--- src/rtl/hack_cpu_ctrl.sv ---
// Multi-cycle sequencer for the Hack CPU: owns A, D, PC and IR, drives an external
// combinational ALU and talks to instruction and data memories over req/ack ports.
module hack_cpu_ctrl #(
  parameter int unsigned RESET_PC = 0,
  parameter int unsigned PC_WIDTH = 15
) (
  input  logic                clk,
  input  logic                rst_n,
  output logic                imem_req,
  output logic [15:0]         imem_addr,
  input  logic                imem_ack,
  input  logic [15:0]         imem_data,
  output logic [15:0]         dmem_addr,
  output logic                dmem_rd,
  output logic                dmem_wr,
  output logic [15:0]         dmem_wdata,
  input  logic                dmem_ack,
  input  logic [15:0]         dmem_rdata,
  output logic [15:0]         alu_x,
  output logic [15:0]         alu_y,
  output logic [5:0]          alu_c,
  input  logic [15:0]         alu_out,
  input  logic                alu_zo,
  input  logic                alu_ng,
  output logic [PC_WIDTH-1:0] pc
);

  localparam logic [PC_WIDTH-1:0] ResetPc = PC_WIDTH'(RESET_PC);

  typedef enum logic [2:0] {StFetch, StDecode, StMread, StExec, StWb} state_e;

  state_e              state_q, state_d;
  logic [PC_WIDTH-1:0] pc_q, pc_d, pc_inc;
  logic [15:0]         a_q, a_d, d_q, d_d, ir_q, ir_d, m_q, m_d, res_q, res_d;
  logic                zf_q, zf_d, nf_q, nf_d;
  logic                imem_req_q, imem_req_d, dmem_rd_q, dmem_rd_d, dmem_wr_q, dmem_wr_d;
  logic                jmp, commit;

  always_comb begin
    state_d = state_q;
    pc_d    = pc_q;
    a_d     = a_q;
    d_d     = d_q;
    ir_d    = ir_q;
    m_d     = m_q;
    res_d   = res_q;
    zf_d    = zf_q;
    nf_d    = nf_q;
    commit  = 1'b0;
    pc_inc  = pc_q + PC_WIDTH'(1);
    jmp     = (ir_q[2] & nf_q) | (ir_q[1] & zf_q) | (ir_q[0] & ~nf_q & ~zf_q);

    unique case (state_q)
      StFetch: begin
        // imem_req_q is low only in the first cycle after reset release; ignore stray acks
        if (imem_req_q && imem_ack) begin
          ir_d    = imem_data;
          state_d = StDecode;
        end
      end
      StDecode: begin
        if (!ir_q[15]) begin
          a_d     = ir_q;
          pc_d    = pc_inc;
          state_d = StFetch;
        end else if (ir_q[12]) begin
          state_d = StMread;
        end else begin
          state_d = StExec;
        end
      end
      StMread: begin
        if (dmem_rd_q && dmem_ack) begin
          m_d     = dmem_rdata;
          state_d = StExec;
        end
      end
      StExec: begin
        res_d   = alu_out;
        zf_d    = alu_zo;
        nf_d    = alu_ng;
        state_d = StWb;
      end
      StWb: begin
        commit = !ir_q[3] || (dmem_wr_q && dmem_ack);
      end
      default: state_d = StFetch;
    endcase

    // Jump target and data address both use A as it was before this commit.
    if (commit) begin
      if (ir_q[5]) a_d = res_q;
      if (ir_q[4]) d_d = res_q;
      pc_d    = jmp ? a_q[PC_WIDTH-1:0] : pc_inc;
      state_d = StFetch;
    end

    imem_req_d = (state_d == StFetch);
    dmem_rd_d  = (state_d == StMread);
    dmem_wr_d  = (state_d == StWb) && ir_q[3];
  end

  always_ff @(posedge clk or negedge rst_n) begin
    if (!rst_n) begin
      state_q    <= StFetch;
      pc_q       <= ResetPc;
      a_q        <= '0;
      d_q        <= '0;
      ir_q       <= '0;
      m_q        <= '0;
      res_q      <= '0;
      zf_q       <= 1'b0;
      nf_q       <= 1'b0;
      imem_req_q <= 1'b0;
      dmem_rd_q  <= 1'b0;
      dmem_wr_q  <= 1'b0;
    end else begin
      state_q    <= state_d;
      pc_q       <= pc_d;
      a_q        <= a_d;
      d_q        <= d_d;
      ir_q       <= ir_d;
      m_q        <= m_d;
      res_q      <= res_d;
      zf_q       <= zf_d;
      nf_q       <= nf_d;
      imem_req_q <= imem_req_d;
      dmem_rd_q  <= dmem_rd_d;
      dmem_wr_q  <= dmem_wr_d;
    end
  end

  assign imem_req   = imem_req_q;
  assign imem_addr  = 16'(pc_q);
  assign dmem_addr  = a_q;
  assign dmem_rd    = dmem_rd_q;
  assign dmem_wr    = dmem_wr_q;
  assign dmem_wdata = res_q;
  assign alu_x      = d_q;
  assign alu_y      = ir_q[12] ? m_q : a_q;
  assign alu_c      = {ir_q[6], ir_q[7], ir_q[8], ir_q[10], ir_q[9], ir_q[11]};
  assign pc         = pc_q;

endmodule

--- config.mk ---
export PLATFORM = sky130hd
export DESIGN_NAME = hack_cpu_ctrl
export DESIGN_NICKNAME = d
export VERILOG_FILES = /design/src/rtl/hack_cpu_ctrl.sv
export SDC_FILE = /design/constraint.sdc
export NUM_CORES = 1
export LEC_CHECK = 0
export CAP_MARGIN = 40
export CORE_MARGIN = 2
export CORE_UTILIZATION = 40
export CTS_CLUSTER_SIZE = 40
export DETAILED_ROUTE_END_ITERATION = 8
export PLACE_DENSITY = 0.71
export SLEW_MARGIN = 20
export SYNTH_ARGS = -nofsm -noshare
export SYNTH_HDL_FRONTEND = slang
export SYNTH_SLANG_ARGS = --single-unit
--- constraint.sdc ---
create_clock -name clk -period 2.4 [get_ports clk]
set_input_delay 0.36 -clock clk [delete_from_list [all_inputs] [get_ports clk]]
set_output_delay 0.36 -clock clk [all_outputs]
set_load 0.005 [all_outputs]
==> summary.txt, run 1 <==
Die
  – Die area: ~0.013 sq mm
  – Starting Density: 0.406
  – Core Area: approximately 0.012 sq mm
  – Die H: 114 um
  – Die width: 114 um
  – FP Rows: 40
  – Top Ports: ~160

Placement
  – Area after detailed placement: about 0.0064 sq mm
  – PortBufs: 156
  – HPWL after detailed placement: between 8000 and 9000 um
  – GP Congestion: roughly 0.9

Clocking
  – Clk root buf: clkbuf_16
  – Htree depth: 3
  – Post-CTS setup buffers: 0
  – Worst skew pair latency: about 340 ps
  – Clock-pin slew on the worst setup and hold paths: ~70 ps
  – Max Root-Sink Buffers: 2
  – CTS tree: done
  – Hold buffers post-CTS: 1
  – Post-cts sizing count: 0
  – Num Clock Sinks: 103
  – CTS buffer count: 9

Power and ir drop
  – Worst VDD drop: 0.000654 V
  – Switching pwr: 2880 uW
  – Internal power: approximately 6100 uW
  – Clock Power Share: 0.163
  – Sequential power share: 0.391
  – Comb pwr share: 0.445
  – Power Density: 1340 mW/mm^2
  – Switch share: 0.321
  – Pleak: around 0.0028 uW

Global route
  – Maximum number of pins on one net before global-route repair: 72
  – Vias in the first global route: 3,691
  – GR Overflow Total: 0
  – Initial antenna violation count: 0
  – First-pass GRT wire length: 19,200 um
  – Tot GR Track Use: 0.191

Setup path
  – Worst reg2reg path startpoint: state_q[1]
  – Kind of critical path: flip-flop to output port
  – Critical path required time: 2040 ps
  – Critical Path Source: ir_q[12]
  – CP Capture Type: output port
  – Crit-path max FO: 17
  – Arr. time, crit path: about 1800 ps
  – R2R setup slack: between 300 and 400 ps
  – Worst Setup Start Kind: flip-flop

Logic synthesis
  – Seq cells post-synth: a little over 100
  – Cell variety after synth: between 40 and 50
  – Yosys warnings: 0
  – Top_reg_cell synth: dfrtp_1
  – Post-synth EDFFs: 0
  – Cell Area, Synth: about 0.0048 sq mm
  – Async SR Flop Fraction: 1.00
  – Post-synthesis sequential area ratio: 0.535
  – Post-synth net total: between 400 and 500
  – Synth Instances: 389
  – Synth Area per Inst: 12.4 sq um

Min path
  – Hold_sp: m_q[6]
  – HP Class: flip-flop to flip-flop

Detailed routing
  – ANT nets after route: 0
  – First-iteration detailed-routing DRC count: 159
  – Vias per Instance: between 5 and 6
  – Drt total wl: around 12,000 um
  – Via count: 3,645
  – DRC: 0
  – Drt pass-1 iters: 4
  – Wire per inst: around 18 um

Final layout
  – Synthesis-to-finish area growth: 39.5%
  – Layout net count: 580
  – Share of layout cells above drive strength 1: 0.214
  – Ant. Diodes: 0
  – Fin util: 0.566
  – Finished Cell Area: about 0.0067 sq mm

Timing
  – Worst clock skew: ~6.1 ps
  – Achievable frequency: ~460 MHz
  – Unrepaired setup endpoints after global routing: false
  – Fin Setup TNS: 0 ps
  – Tmin final: around 2200 ps
  – Hold Fails Final Rpt: 0
  – Crit share post-route: 0.911
  – Max-slew violation count: 0
  – Setup violations, final: 0

Run status
  – Outcome: finished clean

Run
  – Max Cap Viol: 0
critical path, cell delays in order, from the launching register on:
cell and delay [ps]:
dfrtp_1 480, buf_12 200, mux2_2 350, clkdlybuf4s50_1 460
sequential cells by signal, indices dropped and copies added (netlist names):
register,cells
alu_x,16
dmem_addr,16
dmem_rd,1
dmem_wdata,16
dmem_wr,1
imem_req,1
ir_q,16
m_q,16
nf_q,1
pc,15
state_q,3
zf_q,1
metrics by stage:
| step | total power, uW | hold WS (ps) | worst slack [ps] | cells |
|---|---|---|---|---|
| 2_1_floorplan | 5210 | 64.4 | 695 | 389 |
| 3_3_place_gp | 7420 | 344 | 349 | 660 |
| 3_5_place_dp | 7550 | 343 | 324 | 660 |
| 4_1_cts | 9060 | 506 | 201 | 676 |
| 5_1_grt | 9520 | 527 | 169 | 676 |
| 6_report | 8980 | 504 | 212 | 676 |
worst paths after layout:
| kind | depth (start not counted) | end |
|---|---|---|
| hold / removal | 1 | m_q[6] |
| setup / recovery | 3 | alu_y[13] |
| setup reg to reg | 5 | pc[14] |
| min in group asynchronous | 2 | dmem_wdata[1] |
| max in group asynchronous | 3 | dmem_addr[1] |
| hold reg to reg | 1 | m_q[6] |
kinds of logic after synthesis:
logic type	after synthesis	synth area share
simple gates	83	0.0988
flops	103	0.535
compound gates	51	0.0689
mux	101	0.232
fa+ha+maj	1	0.00260
other cells	1	0.000779
buf+inv	49	0.0613
per-layer routing:
layer | wire [um] | share of wire | up-vias | track usage
met5 | 0 | 0 | - | 0
met4 | 232 | 0.019 | 0 | 0.0683
met3 | 790 | 0.065 | 23 | 0.0425
met2 | 5820 | 0.48 | 142 | 0.307
met1 | 5310 | 0.44 | 1817 | 0.257
li1 | - | - | 1663 | -
cells in the mapped netlist (4+ instances only):
cell / number / area (sq um)
inv_1: 5 / 18.8
nand2_1: 11 / 41.3
buf_2: 11 / 55.1
mux2_2: 81 / 912
nand4_1: 8 / 50.1
or4_1: 4 / 30.0
clkbuf_1: 7 / 26.3
nor2_1: 21 / 78.8
nand3_1: 10 / 50.1
o211ai_1: 4 / 30.0
and2_1: 5 / 31.3
mux2_1: 4 / 45.0
mux2i_1: 16 / 160
buf_4: 24 / 180
o21ai_0: 5 / 25.0
a21oi_1: 22 / 110
dfrtp_1: 103 / 2580
final cells by class:
cell class / count / area [sq um]
clock buffers: 12 / 256
well taps: 147 / 184
clock inverters: 3 / 42.5
flip-flops and latches: 103 / 2580
multi-input cells: 237 / 1950
inverters: 5 / 18.8
fillers: 997 / 5150
repair buffers: 169 / 1680
power by group through the flow:
stage               combinational, uW  clock, uW  sequential, uW
floorplan                        1960          0            3240
global placement                 3930          0            3490
detailed placement               4020          0            3530
CTS                              4050       1500            3510
global route                     4310       1560            3650
finish                           4000       1470            3520
cell usage in the layout (no fill, tap or decap), types with 9 or more instances in the layout:
master	instances
clkdlybuf4s50_1	155
dfrtp_1	103
mux2_2	81
a21oi_1	22
nor2_1	21
mux2i_1	16
nand2_1	11
buf_4	11
nand3_1	10
clkbuf_16	9
Note: power is estimated with default switching activity, not from simulation.
==> inputs of run 2 (changes only) <==
--- a/config.mk
+++ b/config.mk
@@ -5,12 +5,14 @@
 export SDC_FILE = /design/constraint.sdc
 export NUM_CORES = 1
 export LEC_CHECK = 0
-export CAP_MARGIN = 40
-export CORE_MARGIN = 2
-export CORE_UTILIZATION = 40
+export CAP_MARGIN = 20
+export CELL_PAD_IN_SITES_DETAIL_PLACEMENT = 1
+export CELL_PAD_IN_SITES_GLOBAL_PLACEMENT = 1
+export CORE_MARGIN = 3
+export CORE_UTILIZATION = 36
 export CTS_CLUSTER_SIZE = 40
 export DETAILED_ROUTE_END_ITERATION = 8
-export PLACE_DENSITY = 0.71
+export PLACE_DENSITY_LB_ADDON = 0.1
 export SLEW_MARGIN = 20
 export SYNTH_ARGS = -nofsm -noshare
 export SYNTH_HDL_FRONTEND = slang
==> run 2 against run 1 <==
Compared with the run above:
- sequential share of layout area shrank 0.28 points
- critical endpoint unchanged
- highest routed layer unchanged
- sequential power barely moved
- fmax is 4.0% lower
- via count down 0.82%
- largest power group unchanged
- combinational power is 1% higher
- count of clock-buffer cells in the layout unchanged
- clock skew barely moved
- register-to-register slack improved by 80 ps
==> summary.txt, run 2 (synthesis gave the netlist of run 1 again) <==
Timing
  – Achievable frequency: 439 MHz (was 457 MHz)
  – Worst slew margin: 0.526
  – WHS: 427 ps (was 504 ps)
  – Crit share post-route: 0.950 (was 0.911)
  – Fin Setup TNS: 0 ps (unchanged)
  – Hold Fails Final Rpt: 0 (unchanged)
  – Setup violations, final: 0 (unchanged)
  – Worst-margin pin slew: 711 ps
  – Crit path setup slack, layout: 121 ps (was 212 ps)
  – Unrepaired setup endpoints after global routing: false (unchanged)
  – Max-slew violation count: 0 (unchanged)
  – Worst clock skew: 5.63 ps (was 6.08 ps)
  – Tmin final: 2280 ps (was 2190 ps)

Clocking
  – Htree depth: 3 (unchanged)
  – Post-cts sizing count: 0 (unchanged)
  – Worst skew pair latency: 340 ps (about the same)
  – Max Root-Sink Buffers: 2 (unchanged)
  – CTS buffer count: 9 (unchanged)
  – Clk root buf: clkbuf_16 (unchanged)
  – CTS tree: done (unchanged)
  – Clock-pin slew on the worst setup and hold paths: 70 ps (about the same)
  – Post-CTS setup buffers: 0 (unchanged)
  – Num Clock Sinks: 103 (unchanged)

Final layout
  – Synthesis-to-finish area growth: 40.5% (was 39.5%)
  – Fillers: 1,343 (was 997)
  – Fin util: 0.527 (was 0.566)
  – Commonest non-fill, non-tap cell in the layout: clkdlybuf4s50_1 (unchanged)
  – Ant. Diodes: 0 (unchanged)
  – Layout net count: 583 (was 580)
  – Most frequent cells in the layout: 155 x clkdlybuf4s50_1, 103 x dfrtp_1, 81 x mux2_2 (unchanged)
  – FF+latch area: 0.00258 sq mm (unchanged)
  – Share of layout cells above drive strength 1: 0.220 (was 0.214)
  – Multi-input logic area: 0.00195 sq mm (unchanged)

Global route
  – Initial antenna violation count: 0 (unchanged)
  – First-pass GRT wire length: 21,900 um (was 19,200 um)
  – GR Overflow Total: 0 (unchanged)
  – Tot GR Track Use: 0.191 (about the same)
  – Maximum number of pins on one net before global-route repair: 58 (was 72)
  – Vias in the first global route: 3,945 (was 3,691)

Placement
  – HPWL after detailed placement: 10,400 um (was 8890 um)
  – GP Congestion: 0.753 (was 0.890)
  – Post-Place Setup Slack: 187 ps (was 324 ps)
  – PortBufs: 156 (unchanged)

Detailed routing
  – WL met1: 6080 um (was 5310 um)
  – Wire per inst: 19.4 um (was 18.0 um)
  – Vias per Instance: 5.13 (was 5.39)
  – DRC: 0 (unchanged)
  – Drt pass-1 iters: 5 (was 4)
  – First-iteration detailed-routing DRC count: 193 (was 159)
  – ANT nets after route: 0 (unchanged)
  – Via count: 3,615 (was 3,645)
  – Uppermost layer routed: met4 (unchanged)
  – Met3 wire len: 812 um (was 790 um)
  – Met2 WL post-DR: 6670 um (was 5820 um)
  – Drt total wl: 13,700 um (was 12,200 um)

Die
  – Die H: 122 um (was 114 um)
  – Die area: 0.0148 sq mm (was 0.0129 sq mm)
  – FP Rows: 41 (was 40)
  – Die width: 122 um (was 114 um)
  – Top Ports: 158 (unchanged)
  – Starting Density: 0.375 (was 0.406)
  – Core Area: 0.0128 sq mm (was 0.0119 sq mm)

Setup path
  – Critical path required time: 2040 ps (about the same)
  – Worst reg2reg path startpoint: state_q[2] (was state_q[1])
  – Worst path max stage delay: 500 ps (was 480 ps)
  – Arr. time, crit path: 1920 ps (was 1830 ps)
  – CP Capture Type: output port (unchanged)
  – Crit-path max FO: 10 (was 17)
  – Critical Path Source: ir_q[12] (unchanged)
  – Worst reg2reg path depth: 4 (was 5)
  – R2R setup slack: 470 ps (was 390 ps)
  – Slowest cell on the critical path: dfrtp_1 (unchanged)
  – Worst Setup Start Kind: flip-flop (unchanged)
  – Reg-to-reg endpoint: alu_x[13] (was pc[14])
  – Kind of critical path: flip-flop to output port (unchanged)
  – Critical path cell sequence: buf_4, mux2_2, clkdlybuf4s50_1 (was buf_12, mux2_2, clkdlybuf4s50_1)

Power and ir drop
  – Pleak: 0.00282 uW (was 0.00280 uW)
  – Worst VDD drop: 0.000572 V (was 0.000654 V)
  – Power Density: 1340 mW/mm^2 (about the same)
  – Overall power: 9070 uW (was 8980 uW)

Min path
  – HP Class: input pin to async pin (was flip-flop to flip-flop)

Run
  – Max Cap Viol: 0 (unchanged)

Run status
  – Outcome: finished clean (unchanged)
run 2: repair_timing:
item	CTS	global route
hold endpoints to repair	15	0
hold buffers	1	0
setup endpoints to repair	0	0
run 2: area by class of cell:
class                   count  area share
well taps                 172      0.0318
flip-flops and latches    103       0.381
clock buffers              12      0.0379
inverters                   5     0.00278
clock inverters             4     0.00759
multi-input cells         237       0.288
repair buffers            172       0.251
run 2: layer usage:
layer,global-route usage,up-vias
met5,0,-
met2,0.312,109
met4,0.0511,0
met1,0.253,1831
li1,-,1661
met3,0.0492,14
run 2: worst max-delay path: cells and delay by family, from the launching register on:
family	cells	cell delay [ps]
mux	1	340
buf+inv	2	730
flops	1	500
run 2: worst max path at each step:
stage	end	cells after the start
floorplan	alu_y[10]	3
global placement	pc[7]	6
detailed placement	pc[6]	6
CTS	alu_y[13]	3
global route	alu_y[13]	3
finish	alu_y[13]	3
run 2: power by group:
part	internal (uW)	total (uW)	leakage [uW]	switching, uW
logic	2660	4040	0.00140	1380
clock network	869	1510	0.000149	640
registers	2580	3520	0.00127	945
total	6110	9070	0.00282	2960
run 2: per-stage QoR:
step	area (sq um)	std cells
6_report	6760	705
5_1_grt	6760	705
4_1_cts	6760	705
3_5_place_dp	6440	688
3_3_place_gp	6440	688
2_1_floorplan	4810	389
